`src/rtl/int_controller_if.sv`:
```
// Bus bundle between the interrupt sequencer and the CPU front end.
// The master side drives requests and config; the slave is the controller.
interface int_controller_if #(
  parameter int NUM_IRQ = 8,
  parameter int ADDR_W  = 32
);
  logic [NUM_IRQ-1:0] irq;
  logic               cfg_mask_we;
  logic [NUM_IRQ-1:0] cfg_mask_wdata;
  logic               cfg_ie_we;
  logic               cfg_ie_wdata;
  logic [ADDR_W-1:0]  pc_in;
  logic               stall;
  logic               eret;
  logic               int_en1;
  logic               ret_valid;
  logic [ADDR_W-1:0]  epc;
  logic [3:0]         cause;
  logic               int_active;
  logic [NUM_IRQ-1:0] pending;
  logic               ie;

  modport master (
    output irq, cfg_mask_we, cfg_mask_wdata,
    output cfg_ie_we, cfg_ie_wdata,
    output pc_in, stall, eret,
    input  int_en1, ret_valid, epc, cause,
    input  int_active, pending, ie
  );

  modport slave (
    input  irq, cfg_mask_we, cfg_mask_wdata,
    input  cfg_ie_we, cfg_ie_wdata,
    input  pc_in, stall, eret,
    output int_en1, ret_valid, epc, cause,
    output int_active, pending, ie
  );
endinterface

```
`src/rtl/int_controller.sv`:
```
// Interrupt sequencer: edge capture, masking, fixed priority,
// one-cycle vector redirect, EPC/cause save and eret return.
module int_controller #(
  parameter int NUM_IRQ = 8,
  parameter int ADDR_W  = 32
) (
  input  logic           clk,
  input  logic           reset_n,
  int_controller_if.slave bus
);

  typedef enum logic [1:0] {
    IDLE,
    TAKE,
    SERVICE,
    RETURN
  } state_t;

  state_t state_q, state_d;

  logic [NUM_IRQ-1:0] irq_q;
  logic [NUM_IRQ-1:0] pending_q;
  logic [NUM_IRQ-1:0] mask_q;
  logic               ie_q;
  logic [ADDR_W-1:0]  epc_q;
  logic [3:0]         cause_q;

  logic [NUM_IRQ-1:0] eligible;
  logic [NUM_IRQ-1:0] rise;
  logic [NUM_IRQ-1:0] clr;
  logic [3:0]         idx;
  logic               found;
  logic               take;

  assign eligible = pending_q & mask_q;
  assign rise     = bus.irq & ~irq_q;

  always_comb begin
    idx   = '0;
    found = 1'b0;
    for (int i = 0; i < NUM_IRQ; i++) begin
      if (!found && eligible[i]) begin
        idx   = 4'(i);
        found = 1'b1;
      end
    end
  end

  assign take = (state_q == IDLE) & ie_q & found & ~bus.stall;
  assign clr  = take ? (NUM_IRQ'(1) << idx) : '0;

  always_comb begin
    state_d = state_q;
    unique case (state_q)
      IDLE:    if (take) state_d = TAKE;
      TAKE:    state_d = SERVICE;
      SERVICE: if (bus.eret) state_d = RETURN;
      RETURN:  state_d = IDLE;
      default: state_d = IDLE;
    endcase
  end

  always_ff @(posedge clk or negedge reset_n) begin
    if (!reset_n) begin
      state_q   <= IDLE;
      irq_q     <= '0;
      pending_q <= '0;
      mask_q    <= '0;
      ie_q      <= 1'b0;
      epc_q     <= '0;
      cause_q   <= '0;
    end else begin
      state_q   <= state_d;
      irq_q     <= bus.irq;
      // a fresh edge on the bit being cleared keeps it pending
      pending_q <= (pending_q & ~clr) | rise;
      if (bus.cfg_mask_we)
        mask_q <= bus.cfg_mask_wdata;
      if (take)
        ie_q <= 1'b0;
      else if (state_q == RETURN)
        ie_q <= 1'b1;
      else if (bus.cfg_ie_we &&
               (state_q == IDLE || state_q == SERVICE))
        ie_q <= bus.cfg_ie_wdata;
      if (take) begin
        epc_q   <= bus.pc_in;
        cause_q <= idx;
      end
    end
  end

  assign bus.int_en1    = (state_q == TAKE);
  assign bus.ret_valid  = (state_q == RETURN);
  assign bus.int_active = (state_q != IDLE);
  assign bus.epc        = epc_q;
  assign bus.cause      = cause_q;
  assign bus.pending    = pending_q;
  assign bus.ie         = ie_q;

endmodule

```
`src/flat_wrapper.sv`:
```
// flat-port wrapper written by rule: the top's interface ports become plain ports
module int_controller_flat 
#(
  parameter int NUM_IRQ = 8,
  parameter int ADDR_W  = 32
)
  (clk, reset_n, bus_irq, bus_cfg_mask_we, bus_cfg_mask_wdata, bus_cfg_ie_we, bus_cfg_ie_wdata, bus_pc_in, bus_stall, bus_eret, bus_int_en1, bus_ret_valid, bus_epc, bus_cause, bus_int_active, bus_pending, bus_ie);
  int_controller_if #(.NUM_IRQ(NUM_IRQ), .ADDR_W(ADDR_W)) bus_i ();
  input  logic clk;
  input  logic reset_n;
  input wire logic [$bits(bus_i.irq)-1:0] bus_irq;
  input wire logic [$bits(bus_i.cfg_mask_we)-1:0] bus_cfg_mask_we;
  input wire logic [$bits(bus_i.cfg_mask_wdata)-1:0] bus_cfg_mask_wdata;
  input wire logic [$bits(bus_i.cfg_ie_we)-1:0] bus_cfg_ie_we;
  input wire logic [$bits(bus_i.cfg_ie_wdata)-1:0] bus_cfg_ie_wdata;
  input wire logic [$bits(bus_i.pc_in)-1:0] bus_pc_in;
  input wire logic [$bits(bus_i.stall)-1:0] bus_stall;
  input wire logic [$bits(bus_i.eret)-1:0] bus_eret;
  output wire logic [$bits(bus_i.int_en1)-1:0] bus_int_en1;
  output wire logic [$bits(bus_i.ret_valid)-1:0] bus_ret_valid;
  output wire logic [$bits(bus_i.epc)-1:0] bus_epc;
  output wire logic [$bits(bus_i.cause)-1:0] bus_cause;
  output wire logic [$bits(bus_i.int_active)-1:0] bus_int_active;
  output wire logic [$bits(bus_i.pending)-1:0] bus_pending;
  output wire logic [$bits(bus_i.ie)-1:0] bus_ie;
  assign bus_i.irq = bus_irq;
  assign bus_i.cfg_mask_we = bus_cfg_mask_we;
  assign bus_i.cfg_mask_wdata = bus_cfg_mask_wdata;
  assign bus_i.cfg_ie_we = bus_cfg_ie_we;
  assign bus_i.cfg_ie_wdata = bus_cfg_ie_wdata;
  assign bus_i.pc_in = bus_pc_in;
  assign bus_i.stall = bus_stall;
  assign bus_i.eret = bus_eret;
  assign bus_int_en1 = bus_i.int_en1;
  assign bus_ret_valid = bus_i.ret_valid;
  assign bus_epc = bus_i.epc;
  assign bus_cause = bus_i.cause;
  assign bus_int_active = bus_i.int_active;
  assign bus_pending = bus_i.pending;
  assign bus_ie = bus_i.ie;
  int_controller #(.NUM_IRQ(NUM_IRQ), .ADDR_W(ADDR_W)) u_core (.clk(clk), .reset_n(reset_n), .bus(bus_i));
endmodule
```
`config.mk`:
```
export PLATFORM = sky130hd
export DESIGN_NAME = int_controller_flat
export DESIGN_NICKNAME = d
export VERILOG_FILES = /design/src/rtl/int_controller_if.sv /design/src/rtl/int_controller.sv /design/src/flat_wrapper.sv
export SDC_FILE = /design/constraint.sdc
export NUM_CORES = 1
export LEC_CHECK = 0
export CORE_MARGIN = 2
export CORE_UTILIZATION = 45
export CTS_CLUSTER_DIAMETER = 80
export DETAILED_ROUTE_END_ITERATION = 16
export PLACE_DENSITY = 0.92
export SETUP_SLACK_MARGIN = 0.15
export SLEW_MARGIN = 0
export SYNTH_ARGS = -nofsm -noshare
export SYNTH_HDL_FRONTEND = slang
export SYNTH_SLANG_ARGS = --single-unit
```
`constraint.sdc`:
```
create_clock -name clk -period 4.65 [get_ports clk]
set_clock_uncertainty 0.2 [all_clocks]
set_input_delay 0.465 -clock clk [delete_from_list [all_inputs] [get_ports clk]]
set_output_delay 0.465 -clock clk [all_outputs]
set_load 0.03 [all_outputs]
```
==> results.yml, run 1 <==
run_status:
  status: "complete, no violations"
timing:
  setup_tns_ns: 0
  final_max_slew_viol_count: 0
  timing.final.crit_share: 0.576
  hold_viol_final: 0
  rsz0062_at_grt: "false"
  finalSetupViolCount: 0
  max_slew_margin: 0.462
  worst_slack_ns: 1.97
  fmax_mhz: 373
  period_minus_slack_ns: 2.68
  worstMarginPinSlew_ns: 0.808
global_routing:
  grt_pass1_vias: 1912
  grt_max_degree: 63
  grt_overflow: 0
  track_usage: 0.181
  antenna_found_initial: 0
  grt_pass1_wl_um: 9030
synthesis:
  synth.ff_latch_count: 62
  muxShareOfSynthArea: 0.210
  synth_compound_area_frac: 0.0877
  yosys.area_share.simple: 0.0516
  synthesis.area_sq_um: 2670
  synthAdderAreaFrac: 0.0235
  synth.top_cells.by_count: "dfrtp_1, mux2_4, mux2_2, inv_1, o21ai_0"
  synth_async_sr_flop_share: 1.00
  ys_warn_count: 0
  synth_edf_count: 0
  postSynthAreaPerCell_sq_um: 14.8
  ys_top_cells_by_area: "dfrtp_1, mux2_4, mux2_2"
  ys_types: 37
  synth_nets: 240
  yosysMostFrequentCell: "dfrtp_1"
  seq_area_frac_synth: 0.582
  synth_top_flop_cell: "dfrtp_1"
  synth_top_family_by_area: "multiplexers"
  synthXorXnorAreaFrac: 0
  synthesis.instances: 180
  yosysTopAreaCell: "dfrtp_1"
  synth.top_cell.area_share: 0.582
cts:
  cts_buffers: 9
  cts-root-buf: "clkbuf_8"
  clk_pin_slew_ns: 0.07
  clock_latency_ns: 0.32
  cts_max_level: 3
  cts_setup_buffers: 0
  cts_resized: 0
  cts_buffer_depth: 2
  cts_tree: "done"
  clock-sinks: 62
  cts_hold_buf: 0
worst_setup_path:
  crit_start: "u_core.state_q[0]"
  crit_type: "flop to flop"
  r2r_end: "u_core.bus.epc[0]"
  path_depth: 6
  required_ns: 4.65
  crit_arrival_ns: 2.68
  r2r_cells: 6
  crit_path_start_kind: "flop"
  cp-end-kind: "flop"
  r2r_start: "u_core.state_q[0]"
  r2r_setup_slack_ns: 1.97
  cp_max_fo: 21
  cp_slowest_stage_delay_ns: 0.68
  path_delay_family: "compound AO/OA/AOI/OAI gates"
  crit_buf_inv: 2
  crit_chain: "inv_1 -> ha_1 -> nand3b_1 -> a31oi_4 -> buf_4 -> mux2_2"
  crit_path_top_delay_cell: "a31oi_4"
placed_design:
  post-dp-hpwl_um: 4160
  gp_congestion: 0.770
  pre_cts_ws_ns: 1.75
  io_buffers: 101
detailed_routing:
  vias_per_cell: 5.00
  drc: 0
  firstDrtPassIters: 4
  ant_nets: 0
  drtIter0Drc: 48
  drt_wl_total_um: 5770
  num_vias: 1845
  wl_per_cell_um: 15.6
cells_and_area:
  final_core_util: 0.677
  areaGrowthSynthToFinish_pct: 47.7
  drive_gt1_frac: 0.221
  fin_nets: 349
  n_antenna_cell: 0
floorplanning:
  die_x_um: 81.0
  dieArea_sq_um: 6560
  core_sq_um: 5820
  rows: 28
  io-pin-count: 103
  die_y_um: 81.0
  initial_core_util: 0.459
power:
  power_leakage_nw: 1.72
  powerDensity_nw_per_um2: 667
  max-vdd-ir-drop_mv: 0.398
  p_total_w: 0.00263
job:
  drv_cap: 0
min_path:
  hold_class: "input port to async pin"
==> report_power, final <==
| part | total, W | switching, W | internal [W] | leakage (nW) |
|---|---|---|---|---|
| Sequential | 0.000857 | 0.000127 | 0.000730 | 0.710 |
| Combinational | 0.00126 | 0.000627 | 0.000633 | 0.898 |
| Clock | 0.000512 | 0.000197 | 0.000315 | 0.110 |
| Total | 0.00263 | 0.000952 | 0.00168 | 1.72 |
==> sequential cells by signal, summed over array words and instances (netlist names) <==
| register | count |
|---|---|
| u_core.bus.ie | 1 |
| u_core.state_q | 2 |
| u_core.bus.cause | 3 |
| u_core.bus.pending | 8 |
| u_core.mask_q | 8 |
| u_core.bus.epc | 32 |
| u_core.irq_q | 8 |
==> metrics by stage <==
stage          instances  hold slack, ns  instance area [sq um]
5_1_grt              369           0.159                   3940
3_5_place_dp         353           0.212                   3720
6_report             369          0.0957                   3940
3_3_place_gp         353           0.202                   3720
4_1_cts              369           0.125                   3940
2_1_floorplan        180         -0.0306                   2670
==> cell type report <==
class | instances | area, sq um
fill | 420 | 1880
clock inverter | 4 | 70.1
sequential | 62 | 1550
clock buffer | 12 | 145
timing repair buffer | 104 | 1030
tap | 75 | 93.8
inverter | 12 | 45.0
multi-input combinational | 100 | 1010
==> layer usage <==
metal | track usage | vias up | share of wire
met3 | 0.0533 | 6 | 0.079
met5 | 0 | - | 0
li1 | - | 852 | -
met2 | 0.313 | 70 | 0.50
met4 | 0.0627 | 0 | 0.0099
met1 | 0.216 | 917 | 0.41
==> worst reg2reg max path, cell delays in order (launching register included) <==
cell,delay [ns]
dfrtp_1,0.44
inv_1,0.14
ha_1,0.19
nand3b_1,0.16
a31oi_4,0.68
buf_4,0.37
mux2_2,0.37
==> kinds of logic (layout without fill, tap and decap cells) <==
group / after synthesis / in the layout
adder cells (fa/ha/maj): 5 / 5
AO/OA/AOI/OAI: 31 / 31
AND/OR/NAND/NOR: 22 / 22
buffers and inverters: 18 / 132
other: 1 / 1
flip-flops: 62 / 62
multiplexers: 41 / 41
==> cell usage in the layout, fill, tap and decap left out, types with 3 or more instances in the layout <==
| cell | n |
|---|---|
| nor2_1 | 5 |
| inv_1 | 12 |
| clkdlybuf4s50_1 | 100 |
| nand2_1 | 4 |
| a22o_1 | 4 |
| nand2b_1 | 3 |
| buf_4 | 3 |
| o21ai_0 | 7 |
| a21oi_1 | 6 |
| mux2_2 | 15 |
| ha_1 | 5 |
| dfrtp_1 | 62 |
| mux2_4 | 26 |
| clkbuf_8 | 10 |
==> worst max path at each step <==
| stage | to | slack (ns) |
|---|---|---|
| final | u_core.bus.epc[0] | 1.97 |
| after global placement | u_core.bus.epc[2] | 1.79 |
| after floorplan | u_core.bus.pending[7] | 2.62 |
| after global routing | u_core.bus.epc[0] | 1.83 |
| after CTS | u_core.bus.epc[0] | 1.96 |
| after detailed placement | u_core.bus.epc[0] | 1.75 |
Power figures use the tool's default switching activity.
==> run 2: changes to the inputs <==
- CORE_UTILIZATION: 45 -> 39
- PLACE_DENSITY: 0.92 -> 0.85
- clock period: 4.65 -> 2.24 ns (I/O delays scaled with it)
==> run 2 against run 1 <==
Compared with the run above: critical path depth increased by 1; largest cell class unchanged; final cell count is 4.9% higher; register-to-register slack worse by 1.8 ns; largest power group unchanged.
==> results.yml, run 2 (synthesis results as in run 1) <==
run_status:
  status: "complete, no violations"
global_routing:
  grt_use_met1: 0.219
  grt_busiest_layer: "met2"
  grt_overflow: 0
  grt_use_met3: 0.0410
  track_usage: 0.162
  antenna_found_initial: 0
  grtUsageMet2: 0.248
  grt_pass1_wl_um: 9340
  grt_pass1_vias: 1906
  grt_max_degree: 33
worst_setup_path:
  r2r_start: "u_core.state_q[1]"
  r2r_setup_slack_ns: 0.20
  r2r_end: "u_core.bus.epc[30]"
  r2r_cells: 7
  required_ns: 2.25
  cp-end-kind: "flop"
  crit_path_start_kind: "flop"
  cp_max_fo: 8
  crit_type: "flop to flop"
  crit_arrival_ns: 2.05
cells_and_area:
  final_area_sq_um: 4160
  fillCellCount: 500
  fin_cells: 387
  largest_reg_flops: 32
  n_antenna_cell: 0
  areaGrowthSynthToFinish_pct: 56.1
  fin_nets: 362
  layout_common_cells: "clkdlybuf4s50_1, dfrtp_1, mux2_4, mux2_2, clkbuf_8"
  final_core_util: 0.620
  final_common_cell: "clkdlybuf4s50_1"
  drive_gt1_frac: 0.267
cts:
  cts_buffer_depth: 2
  cts_buffers: 9
  cts_tree: "done"
  clock-sinks: 62
  clock_latency_ns: 0.33
  cts-root-buf: "clkbuf_8"
  cts_max_level: 3
  clk_pin_slew_ns: 0.07
floorplanning:
  die_y_um: 86.7
  initial_core_util: 0.397
  io-pin-count: 103
  die_x_um: 86.7
  dieArea_sq_um: 7520
  rows: 30
  core_sq_um: 6720
power:
  power_leakage_nw: 1.82
  powerDensity_nw_per_um2: 1370
  max-vdd-ir-drop_mv: 0.614
detailed_routing:
  wl_per_cell_um: 15.7
  drt_wl_total_um: 6090
  vias_per_cell: 4.82
  drtIter0Drc: 51
  num_vias: 1867
  drc: 0
  ant_nets: 0
  firstDrtPassIters: 4
timing:
  whs_ns: 0.156
  fmax_mhz: 490
  final_max_slew_viol_count: 0
  hold_viol_final: 0
  timing.final.crit_share: 0.911
  setup_tns_ns: 0
  finalSetupViolCount: 0
  period_minus_slack_ns: 2.04
  rsz0062_at_grt: "false"
placed_design:
  dp_cells: 362
  post-dp-hpwl_um: 4290
  gp_congestion: 0.778
  place_area_sq_um: 3770
  io_buffers: 101
min_path:
  hold-path-endpoint: "u_core.irq_q[6]"
  hold_depth: 1
  hold_class: "input port to flop"
  hp-start: "bus_irq[6]"
job:
  drv_cap: 0
-- run 2: worst max-delay path: stages (launching register included) --
cell and delay (ns):
dfrtp_1 0.42, inv_2 0.12, ha_4 0.14, nand3b_1 0.14, a31oi_4 0.26, buf_12 0.18, clkbuf_16 0.17, mux2_4 0.30
-- run 2: report_power, final --
group / total [W] / internal, W / switching [W]
combinational: 0.00282 / 0.00145 / 0.00137
clock: 0.00113 / 0.000717 / 0.000412
sequential: 0.00177 / 0.00152 / 0.000254
-- run 2: layout make-up --
class | count | area [sq um] | area share
multi-input cells | 100 | 1020 | 0.245
flip-flops and latches | 62 | 1550 | 0.373
inverters | 12 | 45.0 | 0.0108
well taps | 80 | 100 | 0.0240
repair buffers | 117 | 1210 | 0.291
clock buffers | 13 | 169 | 0.0406
clock inverters | 3 | 65.1 | 0.0156
-- run 2: worst max-delay path by stage --
stage,start,endpoint,cells past startpoint
2_1_floorplan,u_core.state_q[0],u_core.bus.pending[7],7
5_1_grt,u_core.state_q[1],u_core.state_q[1],6
6_report,u_core.state_q[1],u_core.bus.epc[30],7
3_3_place_gp,bus_stall,u_core.bus.epc[31],5
4_1_cts,u_core.state_q[1],u_core.bus.epc[4],7
3_5_place_dp,bus_stall,u_core.bus.epc[4],5
-- run 2: per-stage QoR --
stage / setup slack, ns / power (W)
2_1_floorplan: 0.208 / 0.00341
3_3_place_gp: 0.155 / 0.00439
3_5_place_dp: 0.0750 / 0.00446
4_1_cts: 0.144 / 0.00565
5_1_grt: 0.126 / 0.00601
6_report: 0.200 / 0.00572
-- run 2: metal layers --
layer | up-vias | share of wire
met5 | - | 0
met4 | 0 | 0.016
met3 | 11 | 0.054
met2 | 67 | 0.49
met1 | 907 | 0.44
li1 | 882 | -
-- run 2: repair_timing --
item	CTS	global route
hold endpoints to repair	62	0
gates resized for setup	5	5
buffers inserted	2	3
setup endpoints to repair	36	33
hold buffers	1	0
cloned	1	2
==> run 3: changes to the inputs <==
- CORE_UTILIZATION: 39 -> 45
- DONT_BUFFER_PORTS: not set -> 1
- PLACE_DENSITY: 0.85 -> 0.72
==> run 3 against run 2 <==
Compared with the run above: final area is 8.1% lower; die area is 13% lower; sequential power is 40% higher; critical path depth stayed put; utilization is 3.9 points higher; via count is 3.1% lower; hold slack worse by 0.14 ns; largest power group is now sequential cells; critical endpoint is now u_core.bus.epc[13].
==> results.yml, run 3 (synthesis results as in run 1) <==
run_status:
  status: "complete, no violations"
timing:
  period_minus_slack_ns: 2.09
  setup_tns_ns: 0
  fmax_mhz: 479
  finalSetupViolCount: 0
  final_max_slew_viol_count: 0
  hold_viol_final: 0
  rsz0062_at_grt: "true"
  worst_slack_ns: 0.152
  timing.final.crit_share: 0.932
global_routing:
  antenna_found_initial: 1
  grt_max_degree: 63
  grt_pass1_wl_um: 8470
  track_usage: 0.178
  grt_overflow: 0
  grt_pass1_vias: 1719
detailed_routing:
  drtIter0Drc: 42
  ant_nets: 0
  dr_wl_met2_um: 3030
  m1WireLength_um: 2610
  drc: 0
  drt_wl_total_um: 6440
  num_vias: 1810
  top_layer_used: "met4"
  vias_per_cell: 5.14
  wl_per_cell_um: 18.3
  firstDrtPassIters: 4
  dr_wl_met3_um: 745
cts:
  clock-sinks: 62
  cts-root-buf: "clkbuf_8"
  cts_max_level: 3
  cts_tree: "done"
  cts_buffer_depth: 2
  cts_buffers: 9
  clock_latency_ns: 0.33
  clk_pin_slew_ns: 0.06
floorplanning:
  core_sq_um: 5820
  initial_core_util: 0.459
  dieArea_sq_um: 6560
  rows: 28
  die_x_um: 81.0
  die_y_um: 81.0
  io-pin-count: 103
min_path:
  hold_class: "input port to flop"
job:
  drv_cap: 0
cells_and_area:
  layout_common_cells: "dfrtp_1, dlygate4sd3_1, mux2_4, buf_4, mux2_2"
  largest_reg_flops: 32
  areaGrowthSynthToFinish_pct: 43.5
  fin_nets: 333
  drive_gt1_frac: 0.341
  final_common_cell: "dfrtp_1"
worst_setup_path:
  crit_path_top_delay_cell: "dfrtp_1"
  cp_slowest_stage_delay_ns: 0.39
  crit_path_start_kind: "flop"
  crit_arrival_ns: 2.10
  crit_type: "flop to flop"
  cp_max_fo: 6
  required_ns: 2.25
  cp-end-kind: "flop"
  crit_chain: "inv_2 -> ha_4 -> nand3b_1 -> a31oi_4 -> clkbuf_16 -> buf_6 -> mux2_4"
placed_design:
  io_buffers: 0
  gp_congestion: 0.829
  pre_cts_ws_ns: 0.119
  post-dp-hpwl_um: 3420
power:
  power_leakage_nw: 1.71
  powerDensity_nw_per_um2: 1310
  max-vdd-ir-drop_mv: 0.672
[run 3: what timing repair did]
item	4_1_cts	5_1_grt
hold buffers	59	1
resized for setup	0	16
gates cloned	0	2
setup buffers	0	12
hold endpoints to repair	119	1
endpoints found under the setup margin	13	30
[run 3: final timing paths]
check | from | end | slack [ns] | cells past startpoint
setup reg to reg | u_core.state_q[0] | u_core.bus.epc[13] | 0.15 | 7
hold / removal | bus_stall | u_core.bus.cause[1] | 0.02 | 3
setup / recovery | u_core.state_q[0] | u_core.bus.epc[13] | 0.15 | 7
min in group asynchronous | reset_n | u_core.bus.epc[22] | 0.24 | 2
max in group asynchronous | reset_n | u_core.bus.pending[0] | 1.33 | 2
hold reg to reg | u_core.irq_q[4] | u_core.bus.pending[4] | 0.22 | 1
[run 3: per-stage QoR]
| stage | cell area (sq um) | hold slack [ns] | instances | power [W] | utilization |
|---|---|---|---|---|---|
| final | 3830 | 0.0154 | 352 | 0.00503 | 0.658 |
| after global placement | 2810 | -0.270 | 263 | 0.00364 | 0.484 |
| after detailed placement | 2810 | -0.270 | 263 | 0.00366 | 0.484 |
| after CTS | 3610 | -0.164 | 336 | 0.00475 | 0.621 |
| after floorplan | 2670 | -0.272 | 180 | 0.00341 | - |
| after global routing | 3830 | 0.0131 | 352 | 0.00527 | 0.658 |
[run 3: worst max-delay path, delay by kind of cell, from the launching register on]
kind / cells / cell delay (ns)
buffers and inverters: 3 / 0.46
flip-flops: 1 / 0.39
AO/OA/AOI/OAI: 1 / 0.35
multiplexers: 1 / 0.30
adder cells (fa/ha/maj): 1 / 0.14
AND/OR/NAND/NOR: 1 / 0.13
[run 3: metal layers]
layer / up-vias / global-route usage
met2: 98 / 0.263
met3: 12 / 0.0933
met1: 874 / 0.222
li1: 826 / -
met5: - / 0
met4: 0 / 0.0661
[run 3: layout make-up]
class / instances / area [sq um]
antenna: 1 / 2.50
clock inverter: 1 / 30.0
fill: 417 / 1990
multi-input combinational: 100 / 1040
sequential: 62 / 1550
inverter: 12 / 45.0
timing repair buffer: 88 / 903
clock buffer: 13 / 159
tap: 75 / 93.8
[run 3: power breakdown]
part           internal (W)  leakage (nW)  switching, W
Sequential          0.00151         0.709      0.000968
Combinational      0.000965         0.907      0.000637
Clock              0.000564        0.0956      0.000389
Total               0.00304          1.71       0.00199
